$ cat config.mk
export PLATFORM = sky130hd
export DESIGN_NAME = mem_stage
export DESIGN_NICKNAME = d
export VERILOG_FILES = /design/src/rtl/mem_pkg.sv /design/src/rtl/lsu_align.sv /design/src/rtl/mem_stage.sv
export SDC_FILE = /design/constraint.sdc
export NUM_CORES = 1
export LEC_CHECK = 0
export BUFFER_PORTS_ARGS = -buffer_cell sky130_fd_sc_hd__clkbuf_2
export CAP_MARGIN = 30
export CORE_AREA = 2 2 98 100
export CTS_CLUSTER_DIAMETER = 200
export CTS_CLUSTER_SIZE = 16
export DETAILED_ROUTE_END_ITERATION = 8
export DIE_AREA = 0 0 100 102
export GPL_TIMING_DRIVEN = 0
export PLACE_DENSITY_LB_ADDON = 0.05
export SLEW_MARGIN = 25
export SYNTH_ARGS = -nofsm -noshare
export SYNTH_HDL_FRONTEND = slang
export SYNTH_SLANG_ARGS = --single-unit
export TNS_END_PERCENT = 1
$ cat constraint.sdc
create_clock -name clk -period 1.9 [get_ports clk]
set_clock_uncertainty 0.15 [all_clocks]
set_input_delay 0.095 -clock clk [delete_from_list [all_inputs] [get_ports clk]]
set_output_delay 0.095 -clock clk [all_outputs]
set_load 0.02 [all_outputs]
$ cat src/rtl/mem_pkg.sv
// Shared encodings for the memory-access stage: funct3 access codes, FSM states
// and the access-size decode used by both the aligner and the stage.
package mem_pkg;

    localparam logic [2:0] F3_B  = 3'b000;
    localparam logic [2:0] F3_H  = 3'b001;
    localparam logic [2:0] F3_W  = 3'b010;
    localparam logic [2:0] F3_BU = 3'b100;
    localparam logic [2:0] F3_HU = 3'b101;

    typedef enum logic [1:0] {
        IDLE,
        REQ,
        WAIT,
        DONE
    } mem_state_t;

    typedef enum logic [1:0] {
        SzByte,
        SzHalf,
        SzWord
    } size_e;

    // Unsigned variants only exist for loads; every unknown code falls back to a word.
    function automatic size_e access_size(input logic [2:0] f3, input logic is_store);
        if (f3 == F3_B || (!is_store && f3 == F3_BU)) return SzByte;
        if (f3 == F3_H || (!is_store && f3 == F3_HU)) return SzHalf;
        return SzWord;
    endfunction

endpackage

$ cat src/rtl/lsu_align.sv
// Combinational lane logic: store data replication and byte strobes, load lane
// selection with sign/zero extension, and misalignment detection.
module lsu_align
    import mem_pkg::*;
(
    input  logic [1:0]  addr_lo_i,
    input  logic [2:0]  funct3_i,
    input  logic        is_store_i,
    input  logic [31:0] store_data_i,
    input  logic [31:0] load_word_i,
    output logic [31:0] wdata_o,
    output logic [3:0]  wstrb_o,
    output logic [31:0] load_data_o,
    output logic        misaligned_o
);

    size_e       size;
    logic        zero_ext;
    logic [7:0]  ld_byte;
    logic [15:0] ld_half;

    assign size     = access_size(funct3_i, is_store_i);
    assign zero_ext = !is_store_i && (funct3_i == F3_BU || funct3_i == F3_HU);

    // Pick the addressed byte and halfword lanes out of the captured word.
    always_comb begin
        case (addr_lo_i)
            2'd0:    ld_byte = load_word_i[7:0];
            2'd1:    ld_byte = load_word_i[15:8];
            2'd2:    ld_byte = load_word_i[23:16];
            default: ld_byte = load_word_i[31:24];
        endcase
        ld_half = addr_lo_i[1] ? load_word_i[31:16] : load_word_i[15:0];
    end

    // Per-size formatting; the word case is the default for all unknown codes.
    always_comb begin
        wdata_o      = store_data_i;
        wstrb_o      = 4'b1111;
        misaligned_o = (addr_lo_i != 2'b00);
        load_data_o  = load_word_i;
        case (size)
            SzByte: begin
                wdata_o      = {4{store_data_i[7:0]}};
                wstrb_o      = 4'b0001 << addr_lo_i;
                misaligned_o = 1'b0;
                load_data_o  = zero_ext ? {24'b0, ld_byte} : {{24{ld_byte[7]}}, ld_byte};
            end
            SzHalf: begin
                wdata_o      = {2{store_data_i[15:0]}};
                wstrb_o      = 4'b0011 << {addr_lo_i[1], 1'b0};
                misaligned_o = addr_lo_i[0];
                load_data_o  = zero_ext ? {16'b0, ld_half} : {{16{ld_half[15]}}, ld_half};
            end
            default: ;
        endcase
    end

endmodule

$ cat src/rtl/mem_stage.sv
// Memory-access stage: drives a valid/ready data-memory port, captures load
// responses and stalls the upstream pipeline until the access has completed.
module mem_stage
    import mem_pkg::*;
(
    input  logic        clk,
    input  logic        reset,
    input  logic [31:0] in_alu_out,
    input  logic [31:0] in_mem_data,
    input  logic [2:0]  in_funct3,
    input  logic        in_mem_read,
    input  logic        in_mem_write,
    input  logic [4:0]  in_rd,
    input  logic        in_mem_to_reg,
    input  logic        in_write_enable,
    output logic        stall,
    output logic        misaligned,
    output logic        dmem_req_valid,
    input  logic        dmem_req_ready,
    output logic [31:0] dmem_req_addr,
    output logic        dmem_req_we,
    output logic [31:0] dmem_req_wdata,
    output logic [3:0]  dmem_req_wstrb,
    input  logic        dmem_rsp_valid,
    input  logic [31:0] dmem_rsp_rdata,
    output logic [31:0] out_alu_out,
    output logic [31:0] out_mem_rdata,
    output logic [4:0]  out_rd,
    output logic        out_mem_to_reg,
    output logic        out_write_enable
);

    mem_state_t  state_q;
    logic [31:0] rdata_q;

    logic        mem_op;
    logic        mis_raw;
    logic        aligned_op;
    logic [31:0] fmt_wdata;
    logic [3:0]  fmt_wstrb;

    lsu_align u_lsu_align (
        .addr_lo_i    (in_alu_out[1:0]),
        .funct3_i     (in_funct3),
        .is_store_i   (in_mem_write),
        .store_data_i (in_mem_data),
        .load_word_i  (rdata_q),
        .wdata_o      (fmt_wdata),
        .wstrb_o      (fmt_wstrb),
        .load_data_o  (out_mem_rdata),
        .misaligned_o (mis_raw)
    );

    assign mem_op     = in_mem_read | in_mem_write;
    assign aligned_op = mem_op & ~mis_raw;
    assign misaligned = mem_op & mis_raw;

    // DONE is the one cycle where a present memory op lets the pipeline advance.
    assign stall          = aligned_op && (state_q != DONE);
    assign dmem_req_valid = aligned_op && (state_q == IDLE || state_q == REQ);
    assign dmem_req_addr  = {in_alu_out[31:2], 2'b00};
    assign dmem_req_we    = dmem_req_valid & in_mem_write;
    assign dmem_req_wdata = fmt_wdata;
    assign dmem_req_wstrb = dmem_req_we ? fmt_wstrb : 4'b0000;

    assign out_alu_out      = in_alu_out;
    assign out_rd           = in_rd;
    assign out_mem_to_reg   = in_mem_to_reg;
    assign out_write_enable = in_write_enable & ~misaligned;

    // Handshake FSM and load-data capture; stores skip WAIT since they get no response.
    always_ff @(posedge clk) begin
        if (reset) begin
            state_q <= IDLE;
            rdata_q <= '0;
        end else begin
            case (state_q)
                IDLE: begin
                    if (aligned_op) begin
                        if (dmem_req_ready) state_q <= in_mem_read ? WAIT : DONE;
                        else                state_q <= REQ;
                    end
                end
                REQ: begin
                    if (!aligned_op)         state_q <= IDLE;
                    else if (dmem_req_ready) state_q <= in_mem_read ? WAIT : DONE;
                end
                WAIT: begin
                    if (dmem_rsp_valid) begin
                        rdata_q <= dmem_rsp_rdata;
                        state_q <= DONE;
                    end
                end
                default: state_q <= IDLE;
            endcase
        end
    end

endmodule
==> results.json <==
{
  "outcome": "finished with violations",
  "failed_checks": "setup timing",
  "residual_antenna_violating_net_count_after_detailed_routing": 0,
  "finalHoldViolCount": 0,
  "finish.cell_count_without_fillers": 804,
  "timing.max_cap.violations": 0,
  "min_period_over_period_pct": 109,
  "async_flop_share_pct": 0,
  "setup_ws_ps": -172,
  "critPathTopFamily": "multiplexers",
  "cellPowerDensity_nw_per_um2": 485,
  "drtIter0Drc": 155,
  "finalSetupViolCount": 24,
  "post_drt_via_cell_ratio": 4.59,
  "dr_total_vias": 3691,
  "synth_seq_cells": 34,
  "critical_path.endpoint_type": "output pin",
  "reg2reg_slack_ps": 110,
  "layout.area.seq_um2": 688,
  "path_cells": "mux4_2 > buf_6 > o21ai_4 > buf_4 > nand2_1 > clkbuf_2",
  "tritoncts_num_sinks": 34,
  "synthesis.instances": 435,
  "power.static_leakage_nw": 2.51,
  "peak_supply_drop_mv": 0.345,
  "layout.cells.most_common_list": "sky130_fd_sc_hd__clkbuf_2, sky130_fd_sc_hd__nand2_1, sky130_fd_sc_hd__buf_4",
  "r2r_start": "state_q[1]",
  "timing_worst_setup_path_type": "register to output pin",
  "dp_cells": 759,
  "gr-usage-met2_pct": 36.4,
  "detailed_place.area_um2": 4130,
  "clkSlewWorstSetupHoldPaths_ps": 70,
  "post_synth_instance_area_um2": 2930,
  "worst_setup_path_start": "rdata_q[31]",
  "yosys_warnings": 0,
  "timing.critical_path.buf_inv": 3,
  "pin_count": 255,
  "timing.hold.worst.class": "input pin to register",
  "timing.slew.headroom_pct": 58.5,
  "groute.usage.overall_pct": 20.1,
  "achievable-frequency_mhz": 483,
  "chipWidth_um": 100,
  "final_min_period_ps": 2070,
  "drv_slew": 0,
  "multi_input_comb_area_um2": 1530,
  "final_layout_size_suffix_gt1_share_pct": 48.2,
  "number_of_synthesized_flops_with_an_enable_pin": 0,
  "mostFrequentLayoutCell": "sky130_fd_sc_hd__clkbuf_2",
  "syn_area_per_cell_um2": 6.73,
  "timing.critical_path.depth": 6,
  "drt_pre_antenna_iters": 4,
  "placement_rows": 35,
  "cts_buffers": 5,
  "ys_dominant_reg_cell": "sky130_fd_sc_hd__dfxtp_1",
  "tns_setup_ps": -3530,
  "n_fill_cell": 957,
  "initial_cell_density_of_the_core_pct": 32.1,
  "n_antenna_cell": 0,
  "grt_overflow_total": 0,
  "dp_hpwl_um": 8970,
  "port_buffers": 212,
  "synth.distinct_cells": 41,
  "htree_num_levels": 2,
  "grt_start_max_net_pins": 13,
  "gpl.final_weighted_congestion": 0.847,
  "clk_latency_ps": 280,
  "finalWirelength_um": 11200,
  "grt_antenna_before_repair": 0,
  "grt_pass1_wl_um": 16200,
  "critical_path_required_ps": 1650,
  "design.core.area_um2": 9110,
  "finalHoldWorstSlack_ps": 50.4,
  "crit_path_max_cell_delay_ps": 500,
  "timing.critical_path.from_type": "register",
  "tritoncts": "yes",
  "wl_per_cell_um": 14.0,
  "grt-busiest-layer": "met2",
  "synth_sequential_area_ratio_pct": 23.3,
  "worst-r2r-cell-count": 6,
  "crit_end": "out_mem_rdata[28]",
  "vias_in_the_first_global_route": 3231,
  "detail_route.drc_violations": 0,
  "cts.path.max_buffers": 2,
  "area_growth_pct": 58.8,
  "final_cell_area_um2": 4650,
  "crit_path_max_fanout": 5,
  "crit-reg2reg-capture": "rdata_q[23]",
  "met3_usage_pct": 3.01,
  "nets": 804,
  "critPathSlowestCell": "sky130_fd_sc_hd__mux4_2",
  "tightestPinTransition_ps": 619,
  "die_h_um": 102,
  "unrepaired_setup_endpoints_after_global_routing": "true",
  "arrival_ps": 1830,
  "die_area_um2": 10200,
  "global_route.usage.met1_pct": 24.7,
  "root_buffer": "sky130_fd_sc_hd__clkbuf_8"
}
-- worst reg2reg max path, delay by kind of cell (launching register included) --
family,cells,cell delay [ps]
compound gates,1,110
buf+inv,3,820
flops,1,320
simple gates,2,300
-- timing repair --
action | 4_1_cts | 5_1_grt
gates cloned | 0 | 1
resized for setup | 6 | 32
pin swaps | 2 | 3
buffers inserted | 2 | 3
hold buffers | 33 | 0
endpoints found under the hold margin | 34 | 0
setup endpoints to repair | 26 | 63
-- per-layer routing --
layer  share of wire, %  up-vias
li1                   -     1876
met1                 40     1657
met2                 52      148
met3                6.3       10
met4                1.3        0
met5                  0        -
-- worst min-delay path by stage --
stage | slack, ps | end | from | cells past startpoint
2_1_floorplan | 80 | rdata_q[0] | dmem_rsp_rdata[0] | 2
3_3_place_gp | 170 | rdata_q[11] | dmem_rsp_rdata[11] | 3
3_5_place_dp | 170 | rdata_q[16] | dmem_rsp_rdata[16] | 3
4_1_cts | 60 | rdata_q[14] | reset | 2
5_1_grt | 80 | rdata_q[14] | reset | 2
6_report | 50 | rdata_q[14] | reset | 2
-- sequential cells by signal, summed over array words and instances (netlist names) --
name and cells:
state_q 2, rdata_q 32
-- Yosys cell counts, types with 6 or more instances --
cell type	n	area share [%]
sky130_fd_sc_hd__a21oi_1	34	5.8
sky130_fd_sc_hd__a221o_1	7	2.4
sky130_fd_sc_hd__a22oi_1	14	3.6
sky130_fd_sc_hd__buf_2	7	1.2
sky130_fd_sc_hd__buf_4	78	20
sky130_fd_sc_hd__clkbuf_1	15	1.9
sky130_fd_sc_hd__dfxtp_1	34	23
sky130_fd_sc_hd__mux2_2	7	2.7
sky130_fd_sc_hd__mux2i_1	9	3.1
sky130_fd_sc_hd__nand2_1	157	20
sky130_fd_sc_hd__nor2_1	6	0.77
sky130_fd_sc_hd__nor3_1	6	1.0
sky130_fd_sc_hd__o21ai_0	15	2.6
-- through the flow --
step / power (mW) / setup slack [ps] / util (%)
floorplan: 1.36 / 280 / -
global placement: 1.68 / 23.1 / 45.3
detailed placement: 1.68 / -6.99 / 45.3
CTS: 2.26 / -166 / 50.4
global route: 2.38 / -213 / 51.0
finish: 2.25 / -172 / 51.0
-- layout make-up --
type | count | share of cell area [%]
buffer | 107 | 15.8
clock buffer | 5 | 1.48
clock inverter | 3 | 0.458
inverter | 4 | 0.323
multi-input combinational | 291 | 32.8
sequential | 34 | 14.8
tap | 111 | 2.99
timing repair buffer | 249 | 31.3
-- where the power goes --
| group | switching, mW | internal, mW |
|---|---|---|
| combinational | 0.550 | 0.420 |
| sequential | 0.0234 | 0.736 |
| clock | 0.268 | 0.257 |
-- kinds of logic after synthesis --
logic type | after synthesis | share of synthesized area [%]
flops | 34 | 23.3
buf+inv | 111 | 25.3
other cells | 1 | 0.128
compound gates | 85 | 18.3
mux | 17 | 6.54
simple gates | 184 | 25.5
xor+xnor | 3 | 0.898
No activity file was read; power rests on OpenSTA's default activity.
